===== src/rtl/regfile_sum_ctrl.sv =====
// Register-file sum controller: reads a run of registers, accumulates them and writes the sum back.
// Define REGFILE_SUM_SAT_EN to make the accumulator saturate at all-ones instead of wrapping.
module regfile_sum_ctrl #(
  parameter int DW = 32,
  parameter int AW = 3
) (
  input  logic          clk,
  input  logic          reset,
  input  logic          start,
  input  logic [AW-1:0] src_base,
  input  logic [AW:0]   count,
  input  logic [AW-1:0] dst_addr,
  output logic          busy,
  output logic          done,
  output logic [DW-1:0] sum_out,
  output logic          overflow,
  output logic [AW-1:0] wAddr,
  output logic [DW-1:0] wData,
  output logic          we,
  output logic [AW-1:0] rAddr,
  input  logic [DW-1:0] rData
);

  localparam logic [AW:0] NREG = (AW+1)'(1 << AW);
  localparam logic [AW:0] ONE  = (AW+1)'(1);

  typedef enum logic [1:0] {
    S_IDLE,
    S_READ,
    S_WRITE,
    S_DONE
  } state_t;

  state_t        state, state_next;
  logic [AW:0]   idx;
  logic [AW:0]   cnt_q;
  logic [AW-1:0] src_q;
  logic [AW-1:0] dst_q;
  logic [DW-1:0] acc;
  logic [DW-1:0] acc_next;
  logic [DW:0]   sum_ext;
  logic          carry;
  logic [AW:0]   count_clamped;

  assign count_clamped = (count > NREG) ? NREG : count;
  assign sum_ext       = {1'b0, acc} + {1'b0, rData};
  assign carry         = sum_ext[DW];

`ifdef REGFILE_SUM_SAT_EN
  // Once acc is all-ones any addend carries, so it sticks at all-ones.
  assign acc_next = carry ? {DW{1'b1}} : sum_ext[DW-1:0];
`else
  assign acc_next = sum_ext[DW-1:0];
`endif

  // NOTE: every signal assigned in always_comb gets a default first so no latch is inferred.
  always_comb begin
    state_next = state;
    busy       = 1'b1;
    done       = 1'b0;
    we         = 1'b0;
    wAddr      = '0;
    wData      = '0;
    rAddr      = '0;
    case (state)
      S_IDLE: begin
        busy = 1'b0;
        if (start) state_next = (count_clamped == '0) ? S_DONE : S_READ;
      end
      S_READ: begin
        rAddr = src_q + idx[AW-1:0];
        if (idx + ONE == cnt_q) state_next = S_WRITE;
      end
      S_WRITE: begin
        we         = 1'b1;
        wAddr      = dst_q;
        wData      = acc;
        state_next = S_DONE;
      end
      S_DONE: begin
        done       = 1'b1;
        state_next = S_IDLE;
      end
      default: state_next = S_IDLE;
    endcase
  end

  // NOTE: sequential state uses non-blocking assignments so all registers update together at the edge.
  always_ff @(posedge clk) begin
    if (reset) begin
      state    <= S_IDLE;
      idx      <= '0;
      cnt_q    <= '0;
      src_q    <= '0;
      dst_q    <= '0;
      acc      <= '0;
      sum_out  <= '0;
      overflow <= 1'b0;
    end else begin
      state <= state_next;
      case (state)
        S_IDLE: begin
          if (start) begin
            src_q    <= src_base;
            dst_q    <= dst_addr;
            cnt_q    <= count_clamped;
            acc      <= '0;
            idx      <= '0;
            overflow <= 1'b0;
            sum_out  <= '0;
          end
        end
        S_READ: begin
          acc      <= acc_next;
          overflow <= overflow | carry;
          idx      <= idx + ONE;
        end
        S_WRITE: sum_out <= acc;
        default: ;
      endcase
    end
  end

endmodule


===== config.mk =====
export PLATFORM = sky130hd
export DESIGN_NAME = regfile_sum_ctrl
export DESIGN_NICKNAME = d
export VERILOG_FILES = /design/src/rtl/regfile_sum_ctrl.sv
export SDC_FILE = /design/constraint.sdc
export NUM_CORES = 1
export LEC_CHECK = 0
export BUFFER_PORTS_ARGS = -buffer_cell sky130_fd_sc_hd__buf_2
export CAP_MARGIN = 40
export CORE_MARGIN = 2
export CORE_UTILIZATION = 30
export DETAILED_ROUTE_END_ITERATION = 10
export SLEW_MARGIN = 30
export SYNTH_ARGS = -nofsm -noshare
export SYNTH_HDL_FRONTEND = slang
export SYNTH_SLANG_ARGS = --single-unit

===== constraint.sdc =====
create_clock -name clk -period 3.2 [get_ports clk]
set_clock_uncertainty 0.05 [all_clocks]
set_input_delay 0.32 -clock clk [delete_from_list [all_inputs] [get_ports clk]]
set_output_delay 0.32 -clock clk [all_outputs]
set_load 0.01 [all_outputs]

; Yosys cells after proc, flatten, opt, wreduce, memory -nomap -nowiden
; Index checks and enable logic that the tools add are counted.
[word_totals]
reg_bits = 81
out_inout_bits = 74
[op_classes]
n_addsub = 3
order_cmp = 1
eq_ne = 6
n_mux = 18
bitwise = 1
reduce_logical = 8
[op_table]
columns = cell, count
row1 = $pmux W32 S2, 2
row2 = $mux W32, 2
row3 = $add A32 B32 Y33, 1
row4 = $mux W4, 2
row5 = $pmux W2 S4, 1
row6 = $pmux W4 S2, 1
row7 = $reduce_and A2 Y1, 4
row8 = $mux W2, 3
row9 = $mux W3, 2
row10 = $add A4 B1 Y4 const B, 1
row11 = $eq A2 B2 Y1 const B, 2
row12 = $eq A4 B4 Y1, 1
row13 = $gt A4 B4 Y1 const B, 1
row14 = $logic_not A4 Y1, 1
row15 = $mux W1, 4
row16 = $ne A2 B2 Y1 const B, 2
row17 = $reduce_bool A2 Y1, 2
row18 = $add A3 B3 Y3, 1
row19 = $eq A2 B1 Y1 const B, 1
row20 = $logic_not A2 Y1, 1
row21 = $pmux W1 S2, 1
row22 = $or A1 B1 Y1, 1

; Longest topological paths before layout
[logic_depth]
ltp_word = 6
depth_mapped = 11
depth_no_buf = 11

; Worst setup path before layout
; Ideal clock, no wire load.
[synth_timing]
path_type = flip-flop to flip-flop
from = register acc[0]
to = register acc[28]
setup_time_ns = 0.117
arrival_ns = 2.191
path_slack_ns = 0.842
stages_incl_launch_ff = 12
path_buffers = 0
path_cell_list = dfxtp_1 ha_1 inv_1 fa_1 nand2b_1 a21oi_1 o21ai_1 o21ai_2 o2111ai_1 a21oi_2 xor2_1 a22o_1
[synth_between]
elab_chain_cells = 2
[synth_lines]
columns = element, line
row1 = from (decl), 39  ; logic [DW-1:0] acc;
row2 = from (signal assigned), 114  ; acc <= acc_next;
row3 = $add A32 B32 Y33, 46  ; assign sum_ext = {1'b0, acc} + {1'b0, rData};
row4 = $pmux W32 S2, 101  ; case (state)
; No other way between the ends.
; A chain may end at the register's enable or synchronous reset.

; Worst setup path in the final report
[layout_timing]
from = register acc[0]
to = register overflow
[layout_between]
elab_chain_cells = 3
[layout_lines]
columns = element, line
row1 = $add A32 B32 Y33, 46
row2 = $or A1 B1 Y1, 115  ; overflow <= overflow | carry;
row3 = $pmux W1 S2, 101
row4 = to (signal assigned), 115
row5 = to (decl), 16  ; output logic overflow,
; No other way between the ends.

==> summary.txt <==
Static Leakage: 2.70 nW
Netlist area before placement: 4760 um2
Chip Height: 130 um
Detailed-router iteration count before antenna repair: 4
Required time at the worst-slack endpoint: 3410 ps
Final setup violation count: 0
Clock Path Buffers: 2
Number of gates resized after CTS: 0
Setup slack, reg-to-reg: 470 ps
Number of buffers inserted by port buffering: 118
Commonest cells after routing, fill and taps aside: 118 x buf_2, 81 x dfxtp_1, 72 x nor2_1
Cell type contributing the most total cell area after synthesis: dfxtp_1
Peak fanout along the critical path: 4
Synthesized flop and latch total: 81
Average vias per placed instance: 4.87
Die area: 16900 um2
Critical setup path kind: reg -> reg
Synthesized area per cell: 8.30 um2
Hold buffers post-CTS: 0
Origin of the worst min-delay path: src_base[1]
Total power per unit cell area: 697 nW/um2
Share of post-route cells with drive strength above 1: 22.3%
Final worst path period need: 2730 ps
Final Hold Fails: 0
Clock H-tree levels: 3
Status: finished clean
Total power draw: 4.11 mW
FP Rows: 46
Net count after synthesis: 659
Routed length per instance: 14.7 um
Number of enable-type register cells in the synthesized netlist: 0
Share of the clock period used by the worst path: 85.3%
# IOs: 119
Max Cap Violations: 0
Arrival time reported for the critical path endpoint: 2940 ps
Async set-or-reset flop fraction in the synthesized netlist: 0%
Setup total negative slack: 0 ps
Clock transition time at the flip-flop clock pins of the worst setup and hold paths: 70 ps
R2R cell count: 11
Element type at the critical path start: register
Reg-to-reg startpoint: acc[0]
Antenna cell count: 0
Fin. max-slew vios: 0
Hold Path Class: in -> reg
Cell with the largest stage delay on the worst path: dfxtp_1
Fraction of the yosys area taken by sequential cells: 34.1%
Grt total ovfl: 0
Placed wire-length estimate: 9820 um
Global-route wire length before repair: 21300 um
Highest attainable clock frequency: 366 MHz
Hold path cells: 3
Vias after detailed routing: 4400
Top cells by area in the synthesized netlist: dfxtp_1 34%, ha_1 10%, a22oi_1 7.3%, nor2_1 5.7%, and2_1 5.5%
Gp weighted congestion: 0.835
Dpl ws: 463 ps
Layout filler cell count: 1659
Number of standard cells in the layout, taps in and fillers out: 903
Slowest stage delay, CP: 370 ps
Final core area utilization: 37.5%
Die width: 130 um
Gr usage total: 16.2%
Number of global-route vias before repair: 4169
Chain of cells forming the critical path: ha_1, inv_1, fa_1, nand2b_1, a21oi_1, o21ai_1, o21ai_2, o2111ai_1, a21oi_2, a2111oi_0, nor4_1
Worst-margin pin slew: 742 ps
Final Net Count: 767
WHS Endpoint: src_q[1]
Routed wire length: 13200 um
Root Buffer Master: clkbuf_16
Total clock buffers created by CTS: 9
Number of routed nets with antenna violations: 0
Final worst slack: 470 ps
Initial core utilization: 30.3%
Placed cells: 887
TritonCTS clock tree: yes
Worst r2r dst: overflow
Yosys synthesis warning count: 0
Number of DRC markers after the initial detailed-route iteration: 235
Layout overhead on the synthesized area: 23.9%
Number of different library cells in the post-synthesis netlist: 52
Antenna violations before repair: 0
Critical Path Start: acc[0]
Worst-Skew Late Latency: 350 ps
Worst supply voltage drop on vdd: 0.300 mV
Worst slew slack as a fraction of its limit: 50.5%
Most common library cell in the layout ignoring fill and taps: buf_2
DRC viols: 0
Clock tree sinks: 81
Post-CTS setup-driven buffer insertion count: 0
Number of instances in the synthesized netlist: 574
Share of Yosys cell area claimed by the top area cell type: 34.1%
Core Area: 15700 um2
Critical path capture point type: register
Largest net degree at the start of global routing: 42
Setup repair after global routing missed its margin: false
Most common flop cell mapped by yosys: dfxtp_1
## Yosys cell counts (2+ instances only)
master and instances:
clkbuf_1 29, a22oi_1 46, a211oi_1 5, o21ai_0 15, a22o_1 11, nor3_1 4
xnor2_1 17, o21bai_1 3, nand2_1 40, or3_1 3, ha_1 38, o21ai_1 4
a21o_1 12, a21boi_1 2, o21a_1 6, o211ai_1 6, nand3b_1 4, o31ai_1 2
o31a_1 2, xor2_1 12, nand4_1 5, nor2b_1 4, fa_1 2, inv_1 13
a32o_1 3, nand2b_1 10, nor2_1 72, o21ai_2 3, a31oi_1 3, a21oi_2 2
dfxtp_1 81, a21oi_1 47, and2_1 42, nand3_1 8
## area by class of cell
cell class	instances	area (um2)	area share (%)
clock inverter	6	75.1	1.27
clock buffer	10	239	4.05
tap	216	270	4.58
multi-input combinational	450	2990	50.6
inverter	13	48.8	0.827
timing repair buffer	127	658	11.2
sequential	81	1620	27.5
## critical path, delay by kind of cell, from the launching register on
| family | cells | cell delay [ps] |
|---|---|---|
| AOI/OAI and AO/OA | 6 | 1250 |
| adders and majority gates | 2 | 560 |
| buffers and inverters | 1 | 60 |
| DFF | 1 | 370 |
| and+or+nand+nor | 2 | 360 |
## cell families (layout without fill, tap and decap cells)
| kind of cell | Yosys count | in the layout | synth area share [%] |
|---|---|---|---|
| fa+ha+maj | 40 | 40 | 10.8 |
| compound gates | 181 | 181 | 25.9 |
| mux | 1 | 1 | 0.210 |
| flops | 81 | 81 | 34.1 |
| simple gates | 199 | 199 | 20.3 |
| xor+xnor | 29 | 29 | 5.33 |
| buf+inv | 43 | 156 | 3.39 |
## state kept, by name, summed over array words and instances, names as in the netlist
signal,cells
dst_q,3
acc,32
cnt_q,4
state,2
sum_out,32
idx,4
src_q,3
overflow,1
## how the worst max path moves through the flow
stage | endpoint | slack [ps] | depth (start not counted)
6_report | overflow | 470 | 11
5_1_grt | overflow | 260 | 11
4_1_cts | overflow | 460 | 11
3_5_place_dp | acc[28] | 460 | 12
3_3_place_gp | acc[28] | 500 | 12
2_1_floorplan | acc[28] | 840 | 11
## power by group
part           internal, mW  switching, mW  total [mW]
clock                 0.637          0.453        1.09
combinational         0.648           1.08        1.73
sequential             1.15          0.142        1.29
total                  2.44           1.67        4.11
## layer usage
layer	track usage, %	up-vias	part of all wire, %
met5	0	-	0
met4	5.44	0	1.2
met3	3.94	11	5.6
met2	25.9	92	45
met1	21.4	2022	48
li1	-	2275	-
## stage by stage
stage | hold WS, ps | instance area, um2
CTS | 140 | 5900
finish | 151 | 5900
global route | 156 | 5900
global placement | 394 | 5590
detailed placement | 397 | 5590
floorplan | 382 | 4760
(Power assumes the default switching activity.)
